### src/rtl/apb2axi_pkg.sv
// rtl/apb2axi_pkg.sv - shared widths, directory entry and issue FSM types for the gateway
package apb2axi_pkg;
  localparam int TAG_NUM    = 8;
  localparam int TAG_W      = $clog2(TAG_NUM);
  localparam int AXI_ADDR_W = 32;
  localparam int AXI_DATA_W = 32;
  localparam int AXI_ID_W   = 4;

  localparam logic [1:0] RESP_OKAY   = 2'b00;
  localparam logic [1:0] RESP_EXOKAY = 2'b01;
  localparam logic [1:0] RESP_SLVERR = 2'b10;
  localparam logic [1:0] RESP_DECERR = 2'b11;

  typedef struct packed {
    logic [AXI_ADDR_W-1:0] addr;
    logic [7:0]            len;
    logic [2:0]            size;
    logic [1:0]            burst;
    logic                  is_write;
  } directory_entry_t;

  typedef enum logic [1:0] {
    TXN_IDLE    = 2'd0,
    TXN_ADDR_RD = 2'd1,
    TXN_ADDR_WR = 2'd2
  } txn_state_e;
endpackage

### src/rtl/apb2axi_rsp_tracker.sv
// rtl/apb2axi_rsp_tracker.sv - R/B response handling, per-tag error accumulation, completions
module apb2axi_rsp_tracker
  import apb2axi_pkg::*;
#(
  parameter int TAG_NUM_P = TAG_NUM,
  parameter int TAG_W_P   = TAG_W
) (
  input  logic                  i_pclk,
  input  logic                  i_presetn,
  input  logic                  i_rvalid,
  output logic                  o_rready,
  input  logic [AXI_ID_W-1:0]   i_rid,
  input  logic [AXI_DATA_W-1:0] i_rdata,
  input  logic [1:0]            i_rresp,
  input  logic                  i_rlast,
  input  logic                  i_bvalid,
  input  logic [AXI_ID_W-1:0]   i_bid,
  input  logic [1:0]            i_bresp,
  output logic                  o_rd_valid,
  output logic [TAG_W_P-1:0]    o_rd_tag,
  output logic [AXI_DATA_W-1:0] o_rd_data,
  output logic                  o_rd_last,
  output logic                  o_cpl_valid,
  output logic [TAG_W_P-1:0]    o_cpl_tag,
  output logic                  o_cpl_error,
  output logic                  o_dec
);
  logic [TAG_W_P-1:0]    w_rtag;
  logic [TAG_W_P-1:0]    w_btag;
  logic                  w_r_hs;
  logic                  w_r_done;
  logic                  w_b_hs;
  logic                  w_unused_bits;
  logic [TAG_NUM_P-1:0]  r_err_acc;
  logic                  r_rd_valid;
  logic [TAG_W_P-1:0]    r_rd_tag;
  logic [AXI_DATA_W-1:0] r_rd_data;
  logic                  r_rd_last;
  logic                  r_cpl_valid;
  logic [TAG_W_P-1:0]    r_cpl_tag;
  logic                  r_cpl_error;

  // IDs carry the tag zero-extended, so only the low bits are meaningful.
  assign w_rtag        = i_rid[TAG_W_P-1:0];
  assign w_btag        = i_bid[TAG_W_P-1:0];
  assign w_unused_bits = ^{i_rid[AXI_ID_W-1:TAG_W_P], i_bid[AXI_ID_W-1:TAG_W_P], i_rresp[0], i_bresp[0]};

  // A final R beat yields to B so the single completion port never sees two at once.
  assign o_rready = !(i_bvalid && i_rvalid && i_rlast);
  assign w_r_hs   = i_rvalid && o_rready;
  assign w_r_done = w_r_hs && i_rlast;
  assign w_b_hs   = i_bvalid;
  assign o_dec    = w_r_done || w_b_hs;

  always_ff @(posedge i_pclk or negedge i_presetn) begin
    if (!i_presetn) begin
      r_err_acc   <= '0;
      r_rd_valid  <= 1'b0;
      r_rd_tag    <= '0;
      r_rd_data   <= '0;
      r_rd_last   <= 1'b0;
      r_cpl_valid <= 1'b0;
      r_cpl_tag   <= '0;
      r_cpl_error <= 1'b0;
    end else begin
      r_rd_valid  <= w_r_hs;
      r_cpl_valid <= w_b_hs || w_r_done;
      if (w_r_hs) begin
        r_rd_tag  <= w_rtag;
        r_rd_data <= i_rdata;
        r_rd_last <= i_rlast;
        if (i_rlast)         r_err_acc[w_rtag] <= 1'b0;
        else if (i_rresp[1]) r_err_acc[w_rtag] <= 1'b1;
      end
      if (w_b_hs) begin
        r_cpl_tag   <= w_btag;
        r_cpl_error <= i_bresp[1];
      end else if (w_r_done) begin
        r_cpl_tag   <= w_rtag;
        r_cpl_error <= r_err_acc[w_rtag] | i_rresp[1];
      end
    end
  end

  assign o_rd_valid  = r_rd_valid;
  assign o_rd_tag    = r_rd_tag;
  assign o_rd_data   = r_rd_data;
  assign o_rd_last   = r_rd_last;
  assign o_cpl_valid = r_cpl_valid;
  assign o_cpl_tag   = r_cpl_tag;
  assign o_cpl_error = r_cpl_error;

  a_one_cpl: assert property (@(posedge i_pclk) disable iff (!i_presetn) !(w_b_hs && w_r_done));
endmodule

### src/rtl/apb2axi_txn_mgr.sv
// rtl/apb2axi_txn_mgr.sv - pops pending directory entries, issues AXI AR/AW, tracks in-flight count
module apb2axi_txn_mgr
  import apb2axi_pkg::*;
#(
  parameter int TAG_NUM_P         = TAG_NUM,
  parameter int TAG_W_P           = TAG_W,
  parameter int MAX_OUTSTANDING_P = 4,
  localparam int CNT_W            = $clog2(MAX_OUTSTANDING_P + 1)
) (
  input  logic                  i_pclk,
  input  logic                  i_presetn,
  input  logic                  i_pending_valid,
  input  directory_entry_t      i_pending_entry,
  input  logic [TAG_W_P-1:0]    i_pending_tag,
  output logic                  o_pending_pop,
  output logic                  o_arvalid,
  input  logic                  i_arready,
  output logic [AXI_ADDR_W-1:0] o_araddr,
  output logic [7:0]            o_arlen,
  output logic [2:0]            o_arsize,
  output logic [1:0]            o_arburst,
  output logic [AXI_ID_W-1:0]   o_arid,
  output logic                  o_awvalid,
  input  logic                  i_awready,
  output logic [AXI_ADDR_W-1:0] o_awaddr,
  output logic [7:0]            o_awlen,
  output logic [2:0]            o_awsize,
  output logic [1:0]            o_awburst,
  output logic [AXI_ID_W-1:0]   o_awid,
  input  logic                  i_rvalid,
  output logic                  o_rready,
  input  logic [AXI_ID_W-1:0]   i_rid,
  input  logic [AXI_DATA_W-1:0] i_rdata,
  input  logic [1:0]            i_rresp,
  input  logic                  i_rlast,
  input  logic                  i_bvalid,
  output logic                  o_bready,
  input  logic [AXI_ID_W-1:0]   i_bid,
  input  logic [1:0]            i_bresp,
  output logic                  o_rd_valid,
  output logic [TAG_W_P-1:0]    o_rd_tag,
  output logic [AXI_DATA_W-1:0] o_rd_data,
  output logic                  o_rd_last,
  output logic                  o_cpl_valid,
  output logic [TAG_W_P-1:0]    o_cpl_tag,
  output logic                  o_cpl_error,
  output logic [CNT_W-1:0]      o_outstanding
);
  txn_state_e      r_state;
  logic [CNT_W-1:0] r_outstanding;
  logic            w_full;
  logic            w_pop;
  logic            w_dec;

  assign w_full        = r_outstanding >= CNT_W'(MAX_OUTSTANDING_P);
  // Gated by reset so the strobe is low immediately when reset asserts.
  assign w_pop         = i_presetn && (r_state == TXN_IDLE) && i_pending_valid && !w_full;
  assign o_pending_pop = w_pop;
  assign o_bready      = 1'b1;
  assign o_outstanding = r_outstanding;

  always_ff @(posedge i_pclk or negedge i_presetn) begin
    if (!i_presetn) begin
      r_state   <= TXN_IDLE;
      o_arvalid <= 1'b0;
      o_araddr  <= '0;
      o_arlen   <= '0;
      o_arsize  <= '0;
      o_arburst <= '0;
      o_arid    <= '0;
      o_awvalid <= 1'b0;
      o_awaddr  <= '0;
      o_awlen   <= '0;
      o_awsize  <= '0;
      o_awburst <= '0;
      o_awid    <= '0;
    end else begin
      case (r_state)
        TXN_IDLE: begin
          if (w_pop) begin
            if (i_pending_entry.is_write) begin
              r_state   <= TXN_ADDR_WR;
              o_awvalid <= 1'b1;
              o_awaddr  <= i_pending_entry.addr;
              o_awlen   <= i_pending_entry.len;
              o_awsize  <= i_pending_entry.size;
              o_awburst <= i_pending_entry.burst;
              o_awid    <= AXI_ID_W'(i_pending_tag);
            end else begin
              r_state   <= TXN_ADDR_RD;
              o_arvalid <= 1'b1;
              o_araddr  <= i_pending_entry.addr;
              o_arlen   <= i_pending_entry.len;
              o_arsize  <= i_pending_entry.size;
              o_arburst <= i_pending_entry.burst;
              o_arid    <= AXI_ID_W'(i_pending_tag);
            end
          end
        end
        TXN_ADDR_RD: begin
          if (i_arready) begin
            o_arvalid <= 1'b0;
            r_state   <= TXN_IDLE;
          end
        end
        TXN_ADDR_WR: begin
          if (i_awready) begin
            o_awvalid <= 1'b0;
            r_state   <= TXN_IDLE;
          end
        end
        default: r_state <= TXN_IDLE;
      endcase
    end
  end

  always_ff @(posedge i_pclk or negedge i_presetn) begin
    if (!i_presetn)                                     r_outstanding <= '0;
    else if (w_pop && !w_dec)                           r_outstanding <= r_outstanding + CNT_W'(1);
    else if (w_dec && !w_pop && r_outstanding != '0)    r_outstanding <= r_outstanding - CNT_W'(1);
  end

  apb2axi_rsp_tracker #(
    .TAG_NUM_P (TAG_NUM_P),
    .TAG_W_P   (TAG_W_P)
  ) u_rsp_tracker (
    .i_pclk      (i_pclk),
    .i_presetn   (i_presetn),
    .i_rvalid    (i_rvalid),
    .o_rready    (o_rready),
    .i_rid       (i_rid),
    .i_rdata     (i_rdata),
    .i_rresp     (i_rresp),
    .i_rlast     (i_rlast),
    .i_bvalid    (i_bvalid),
    .i_bid       (i_bid),
    .i_bresp     (i_bresp),
    .o_rd_valid  (o_rd_valid),
    .o_rd_tag    (o_rd_tag),
    .o_rd_data   (o_rd_data),
    .o_rd_last   (o_rd_last),
    .o_cpl_valid (o_cpl_valid),
    .o_cpl_tag   (o_cpl_tag),
    .o_cpl_error (o_cpl_error),
    .o_dec       (w_dec)
  );

  a_ar_stable: assert property (@(posedge i_pclk) disable iff (!i_presetn)
    (o_arvalid && !i_arready) |=> (o_arvalid && $stable({o_araddr, o_arlen, o_arsize, o_arburst, o_arid})));
  a_aw_stable: assert property (@(posedge i_pclk) disable iff (!i_presetn)
    (o_awvalid && !i_awready) |=> (o_awvalid && $stable({o_awaddr, o_awlen, o_awsize, o_awburst, o_awid})));
  a_no_underflow: assert property (@(posedge i_pclk) disable iff (!i_presetn)
    !(w_dec && !w_pop && r_outstanding == '0));
endmodule

### config.mk
export PLATFORM = sky130hd
export DESIGN_NAME = apb2axi_txn_mgr
export DESIGN_NICKNAME = d
export VERILOG_FILES = /design/src/rtl/apb2axi_pkg.sv /design/src/rtl/apb2axi_rsp_tracker.sv /design/src/rtl/apb2axi_txn_mgr.sv
export SDC_FILE = /design/constraint.sdc
export NUM_CORES = 1
export LEC_CHECK = 0
export CAP_MARGIN = 10
export CORE_MARGIN = 4
export CORE_UTILIZATION = 25
export CTS_CLUSTER_SIZE = 8
export DETAILED_ROUTE_END_ITERATION = 6
export GPL_TIMING_DRIVEN = 1
export HOLD_SLACK_MARGIN = 0.12
export PLACE_DENSITY = 0.48
export SETUP_SLACK_MARGIN = 0.1
export SLEW_MARGIN = 10
export SYNTH_ARGS = -nofsm -noshare
export SYNTH_HDL_FRONTEND = slang
export SYNTH_SLANG_ARGS = --single-unit
export TNS_END_PERCENT = 10
### constraint.sdc
create_clock -name i_pclk -period 2.5 [get_ports i_pclk]
set_input_delay 0.5 -clock i_pclk [delete_from_list [all_inputs] [get_ports i_pclk]]
set_output_delay 0.5 -clock i_pclk [all_outputs]
set_load 0.05 [all_outputs]
==> results of run 1 <==
-- state kept, by name (all words and copies together), names as in the netlist, 8 cells and up, named ones only --
signal / flops
o_arlen: 8
o_araddr: 32
o_awaddr: 32
u_rsp_tracker.o_rd_data: 32
o_awlen: 8
-- area by class of cell --
| type | count | area [um^2] | area share [%] |
|---|---|---|---|
| clock buffer | 20 | 457 | 4.81 |
| clock inverter | 12 | 108 | 1.13 |
| tap | 319 | 399 | 4.20 |
| inverter | 10 | 42.5 | 0.448 |
| timing repair buffer | 255 | 2600 | 27.4 |
| sequential | 153 | 3830 | 40.3 |
| multi-input combinational | 210 | 2060 | 21.7 |
-- report_power, final --
group | switching, mW | leakage (nW) | internal [mW]
Sequential | 0.526 | 1.83 | 3.42
Combinational | 4.30 | 1.87 | 2.49
Clock | 1.09 | 0.266 | 1.36
Total | 5.91 | 3.96 | 7.26
-- cells by family (layout without fill, tap and decap cells) --
family / count (synthesis) / after routing
DFF: 153 / 153
AOI/OAI and AO/OA: 33 / 33
buffers and inverters: 33 / 297
and+or+nand+nor: 30 / 30
other: 2 / 3
muxes: 143 / 143
adders and majority gates: 1 / 1
-- layout by cell type (no fill, tap or decap), types with 2 or more instances in the layout --
| master | netlist | final |
|---|---|---|
| mux2_4 | 9 | 9 |
| buf_12 | 0 | 7 |
| mux2i_1 | 10 | 10 |
| mux2_2 | 123 | 123 |
| clkdlybuf4s50_1 | 0 | 238 |
| dfrtp_1 | 153 | 153 |
| nand3b_1 | 2 | 2 |
| a32oi_1 | 2 | 2 |
| a21oi_1 | 9 | 9 |
| clkbuf_8 | 0 | 2 |
| buf_4 | 5 | 9 |
| o31ai_1 | 3 | 3 |
| clkinvlp_4 | 0 | 4 |
| inv_1 | 9 | 9 |
| clkinv_4 | 1 | 3 |
| inv_8 | 0 | 3 |
| nor2_1 | 3 | 3 |
| conb_1 | 2 | 3 |
| o211ai_1 | 2 | 2 |
| clkbuf_16 | 0 | 17 |
| nand2b_1 | 5 | 5 |
| o21ai_0 | 9 | 9 |
| inv_6 | 0 | 3 |
| nand2_1 | 10 | 10 |
| a211o_1 | 2 | 2 |
-- routing by layer --
metal  track usage, %  share of wire [%]  up-vias
met3             4.84                8.2       11
met4             3.39                1.3        0
met5                0                  0        -
met2             20.6                 50      144
li1                 -                  -     1905
met1             15.2                 41     2072
-- worst paths after layout --
| check | from | to | slack (ns) | cells past startpoint |
|---|---|---|---|---|
| setup / recovery | o_outstanding[1]$_DFFE_PN0P_ | o_outstanding[1] | 0.24 | 1 |
| max in group asynchronous | i_presetn | o_araddr[22]$_DFFE_PN0P_ | 1.58 | 2 |
| hold / removal | i_presetn | o_araddr[9]$_DFFE_PN0P_ | 0.23 | 2 |
| min in group i_pclk | u_rsp_tracker.o_cpl_tag[2]$_DFFE_PN0P_ | u_rsp_tracker.o_cpl_tag[2]$_DFFE_PN0P_ | 0.48 | 2 |
| setup reg to reg | r_state[1]$_DFFE_PN0P_ | o_arburst[1]$_DFFE_PN0P_ | 0.52 | 6 |
| hold reg to reg | u_rsp_tracker.o_cpl_tag[2]$_DFFE_PN0P_ | u_rsp_tracker.o_cpl_tag[2]$_DFFE_PN0P_ | 0.48 | 2 |
-- through the flow --
stage / hold slack (ns) / utilization [%]
6_report: 0.228 / 40.1
4_1_cts: 0.319 / 40.1
3_3_place_gp: 0.479 / 37.7
3_5_place_dp: 0.484 / 37.7
5_1_grt: 0.322 / 40.1
2_1_floorplan: 0.204 / -
==> results.sh, run 1 <==
export IMPL_status="finished, final reports clean"
export IMPL_max_clock_freq_mhz=443
export IMPL_insertedDiodeCount=0
export IMPL_core_um2=23700
export IMPL_synth_area_um2=6060
export IMPL_critPathTopFamily="buffers and inverters"
export IMPL_synthFlopType="dfrtp_1"
export IMPL_clkTransAtPathRegs_ns=0.07
export IMPL_final_hold_viol_count=0
export IMPL_critPathMaxFanout=6
export IMPL_synth_cell_types=39
export IMPL_drtIter0Drc=115
export IMPL_synthArstFlopShare_pct=100
export IMPL_totalWireLength_um=16500
export IMPL_synth_top_area_share_pct=63.2
export IMPL_grt_start_max_net_pins=154
export IMPL_synthMuxAreaShare_pct=27.1
export IMPL_clk_latency_ns=0.41
export IMPL_post_cts_buffers=0
export IMPL_cts_buffers=17
export IMPL_io_pins=249
export IMPL_cts_sinks=153
export IMPL_setup_worst_path_end_class="output pin"
export IMPL_gr_usage_all_layers_pct=12.4
export IMPL_place_congestion=0.697
export IMPL_htree_levels=4
export IMPL_ys_top_cells_by_count="dfrtp_1 (153), mux2_2 (123), mux2i_1 (10), nand2_1 (10)"
export IMPL_avgSynthCellArea_um2=15.3
export IMPL_drc_errors=0
export IMPL_avgRoutedWirePerCell_um=16.8
export IMPL_arrival_ns=1.76
export IMPL_stdcell_count=979
export IMPL_leakage_nw=3.96
export IMPL_cts_tree="built"
export IMPL_ys_ff_latch=153
export IMPL_synth_compound_area_share_pct=3.45
export IMPL_period_minus_slack_ns=2.26
export IMPL_finalNetCount=749
export IMPL_nFillCells=2266
export IMPL_power_density_nw_per_um2=1390
export IMPL_synthSimpleGateAreaFrac_pct=2.77
export IMPL_num_rows=56
export IMPL_placed_cells=947
export IMPL_fp_dieH_um=164
export IMPL_ir_worst_vdd_mv=0.787
export IMPL_power_mw=13.2
export IMPL_min_path_type="in2async"
export IMPL_synthAdderAreaFrac_pct=0.331
export IMPL_gr_total_overflow=0
export IMPL_drv_slew=0
export IMPL_cts_root_buf="clkbuf_16"
export IMPL_drive_gt1_share_pct=28.2
export IMPL_rsz0062_at_grt="false"
export IMPL_max_clock_path_buffers=2
export IMPL_setup_viol=0
export IMPL_initial_core_util_pct=25.6
export IMPL_setup_slack_ns=0.244
export IMPL_synth_edf_count=0
export IMPL_place_port_buffers=241
export IMPL_synth_cells=395
export IMPL_synth_top_family_by_area="multiplexers"
export IMPL_grt_pass1_wl_um=26100
export IMPL_hold_buffers=0
export IMPL_cp_required_ns=2.00
export IMPL_skew_ns=0.00930
export IMPL_first_pass_iters=4
export IMPL_finalCritPeriodShare_pct=90.2
export IMPL_pre_cts_slack_ns=0.0524
export IMPL_path_class="reg2out"
export IMPL_ys_warn_count=0
export IMPL_antenna_found_initial=0
export IMPL_cp_cell_sequence="clkdlybuf4s50_1"
export IMPL_synth_top_area_cell="dfrtp_1"
export IMPL_cpMaxStageDelayCell="clkdlybuf4s50_1"
export IMPL_yosysMostFrequentCell="dfrtp_1"
export IMPL_crit_path_max_incr_delay_ns=0.87
export IMPL_place_area_um2=8930
export IMPL_ys_seq_area_share_pct=63.2
export IMPL_stdcell_area_um2=9500
export IMPL_fp_dieArea_um2=26800
export IMPL_dp_hpwl_um=11900
export IMPL_cap_violations=0
export IMPL_finalSetupTns_ns=0
export IMPL_slew_headroom_pct=42.0
export IMPL_grt_pass1_vias=4478
export IMPL_drt_vias_per_instance=4.22
export IMPL_ys_top_cells_by_area="dfrtp_1 (63%), mux2_2 (23%), mux2_4 (2.2%)"
export IMPL_num_vias=4132
export IMPL_area_delta_synth_final_pct=56.8
export IMPL_ant_nets=0
export IMPL_postCtsResizedCells=0
export IMPL_path_buf_inv=1
export IMPL_worstSetupStartpointType="flop"
export IMPL_synthXorXnorAreaFrac_pct=0
export IMPL_tightest_slew_ns=0.870
export IMPL_fp_dieW_um=164
Power figures use the tool's default switching activity.
==> run 2: changes to the inputs <==
--- a/config.mk
+++ b/config.mk
@@ -7,12 +7,12 @@
 export LEC_CHECK = 0
 export CAP_MARGIN = 10
 export CORE_MARGIN = 4
-export CORE_UTILIZATION = 25
+export CORE_UTILIZATION = 30
 export CTS_CLUSTER_SIZE = 8
 export DETAILED_ROUTE_END_ITERATION = 6
 export GPL_TIMING_DRIVEN = 1
 export HOLD_SLACK_MARGIN = 0.12
-export PLACE_DENSITY = 0.48
+export PLACE_DENSITY = 0.59
 export SETUP_SLACK_MARGIN = 0.1
 export SLEW_MARGIN = 10
 export SYNTH_ARGS = -nofsm -noshare
==> constraint.sdc (replaced) <==
create_clock -name i_pclk -period 2 [get_ports i_pclk]
set_input_delay 0.4 -clock i_pclk [delete_from_list [all_inputs] [get_ports i_pclk]]
set_output_delay 0.4 -clock i_pclk [all_outputs]
set_load 0.05 [all_outputs]
==> run 2 against run 1 <==
Final cell count shrank 4.2%. Total power grew 20%. Wire length shrank 1.2%. Worst hold slack lost 0.15 ns. Core utilization grew 7.6 points. Combinational power grew 16%. Register-to-register slack lost 0.46 ns. Clock skew shrank 0.0036 ns. Highest routed layer unchanged. Largest cell class unchanged. Critical endpoint is now o_pending_pop. Global-route usage grew 2.2 points. Count of clock-buffer cells in the layout shrank 3.
==> results.sh, run 2 (synthesis results as in run 1) <==
export IMPL_status="finished, final reports clean"
export IMPL_final_hold_viol_count=0
export IMPL_period_minus_slack_ns=2.00
export IMPL_io_pins=249
export IMPL_finalCritPeriodShare_pct=99.9
export IMPL_fp_dieH_um=150
export IMPL_fp_dieW_um=150
export IMPL_avgRoutedWirePerCell_um=17.3
export IMPL_drc_errors=0
export IMPL_cts_sinks=153
export IMPL_drtIter0Drc=117
export IMPL_final_common_cell="dfrtp_1"
export IMPL_final_cell_mix="dfrtp_1 (152), dlygate4sd2_1 (125), mux2_2 (116)"
export IMPL_place_port_buffers=241
export IMPL_num_rows=51
export IMPL_skew_ns=0.00567
export IMPL_dp_hpwl_um=11900
export IMPL_power_switching_mw=7.37
export IMPL_cap_violations=0
export IMPL_gr_total_overflow=0
export IMPL_hold_buffers=0
export IMPL_internal_power_mw=8.47
export IMPL_worstSetupStartpointType="flop"
export IMPL_finalSetupTns_ns=0
export IMPL_cts_buffers=17
export IMPL_core_um2=19700
export IMPL_drv_slew=0
export IMPL_min_path_type="in2async"
export IMPL_path_class="reg2out"
export IMPL_grt_start_max_net_pins=154
export IMPL_seq_power_share_pct=30.9
export IMPL_first_pass_iters=4
export IMPL_rr_startpoint="r_state[1]$_DFFE_PN0P_"
export IMPL_combPwrFrac_pct=49.5
export IMPL_setup_viol=0
export IMPL_pwr_share_clk_pct=19.6
export IMPL_cp_cell_sequence="nand4bb_1 > or2_4 > clkinv_8 > buf_6 > buf_12"
export IMPL_crit_start="r_state[1]$_DFFE_PN0P_"
export IMPL_totalWireLength_um=16300
export IMPL_slew_headroom_pct=39.3
export IMPL_htree_levels=4
export IMPL_max_clock_freq_mhz=501
export IMPL_num_vias=4219
export IMPL_power_density_nw_per_um2=1690
export IMPL_gr_usage_all_layers_pct=14.6
export IMPL_ant_nets=0
export IMPL_critPathMaxFanout=4
export IMPL_cts_tree="built"
export IMPL_max_clock_path_buffers=2
export IMPL_arrival_ns=1.60
export IMPL_rsz0062_at_grt="true"
export IMPL_place_congestion=0.768
export IMPL_insertedDiodeCount=0
export IMPL_nFillCells=1844
export IMPL_place_area_um2=8890
export IMPL_cp_required_ns=1.60
export IMPL_clk_latency_ns=0.42
export IMPL_tightest_slew_ns=0.911
export IMPL_cpMaxStageDelayCell="dfrtp_1"
export IMPL_initial_core_util_pct=30.8
export IMPL_grt_pass1_vias=4719
export IMPL_fp_dieArea_um2=22500
export IMPL_area_delta_synth_final_pct=54.8
export IMPL_clkTransAtPathRegs_ns=0.07
export IMPL_drt_vias_per_instance=4.50
export IMPL_antenna_found_initial=0
export IMPL_leakage_nw=4.28
export IMPL_cts_root_buf="clkbuf_16"
export IMPL_grt_pass1_wl_um=25600
export IMPL_switching_share_pct=46.5
export IMPL_ir_worst_vdd_mv=0.928
export IMPL_stdcell_area_um2=9380
export IMPL_drive_gt1_share_pct=33.0
export IMPL_finalNetCount=762
export IMPL_setup_worst_path_end_class="output pin"
export IMPL_crit_path_max_incr_delay_ns=0.39
-- run 2: power groups by stage --
stage / clock network, mW / logic (mW) / registers (mW)
after global routing: 3.34 / 8.18 / 5.06
after floorplan: 0 / 1.44 / 8.93
final: 3.10 / 7.85 / 4.89
after global placement: 0 / 8.45 / 4.93
after CTS: 3.19 / 7.86 / 4.91
after detailed placement: 0 / 8.51 / 4.99
-- run 2: layout make-up --
cell class                 instances  area (um^2)  area share [%]
multi-input combinational        210         2100            22.4
clock buffer                      17          425            4.54
sequential                       153         3830            40.8
tap                              265          332            3.54
clock inverter                    15          143            1.52
timing repair buffer             268         2500            26.7
inverter                          10         50.0           0.534
-- run 2: critical path, delay by kind of cell, from the launching register on --
kind                   cells  cell delay (ns)
buffers and inverters      3             0.28
and+or+nand+nor            2             0.52
DFF                        1             0.39
-- run 2: timing repair --
action,in CTS,in global routing
setup buffers,0,3
gates resized for setup,126,14
pin swaps,0,5
endpoints found under the setup margin,128,2
-- run 2: final timing paths --
kind                                                           end  slack [ns]  cells after the start
max                                                  o_pending_pop       0.003                      5
max reg2reg                               o_arburst[1]$_DFFE_PN0P_        0.06                      6
min in group i_pclk         u_rsp_tracker.o_cpl_tag[2]$_DFFE_PN0P_        0.48                      2
min                                       o_araddr[14]$_DFFE_PN0P_        0.08                      2
min reg2reg                 u_rsp_tracker.o_cpl_tag[2]$_DFFE_PN0P_        0.48                      2
max in group asynchronous  u_rsp_tracker.o_rd_data[27]$_DFFE_PN0P_        1.19                      2
-- run 2: metal layers --
layer  part of all wire (%)  up-vias  global-route usage (%)
li1                       -     1928                       -
met1                     39     2136                    16.3
met2                     53      139                    26.2
met3                    7.2       16                    4.70
met4                    1.6        0                    5.17
met5                      0        -                       0
-- run 2: per-stage QoR --
step	hold WS (ns)	power, mW	utilization, %	cells	setup slack (ns)
2_1_floorplan	0.104	10.4	-	396	0.0769
3_3_place_gp	0.465	13.4	45.2	903	-0.356
3_5_place_dp	0.469	13.5	45.2	903	-0.385
4_1_cts	0.203	16.0	47.4	935	-0.0277
5_1_grt	0.233	16.6	47.7	938	-0.0451
6_report	0.0813	15.8	47.7	938	0.00259
==> run 3: changes to the inputs <==
--- a/config.mk
+++ b/config.mk
@@ -14,7 +14,7 @@
 export HOLD_SLACK_MARGIN = 0.12
 export PLACE_DENSITY = 0.59
 export SETUP_SLACK_MARGIN = 0.1
-export SLEW_MARGIN = 10
+export SLEW_MARGIN = 0
 export SYNTH_ARGS = -nofsm -noshare
 export SYNTH_HDL_FRONTEND = slang
 export SYNTH_SLANG_ARGS = --single-unit
==> results of run 3 <==
No change in the layout: final DEF, timing and power equal those of run 2.
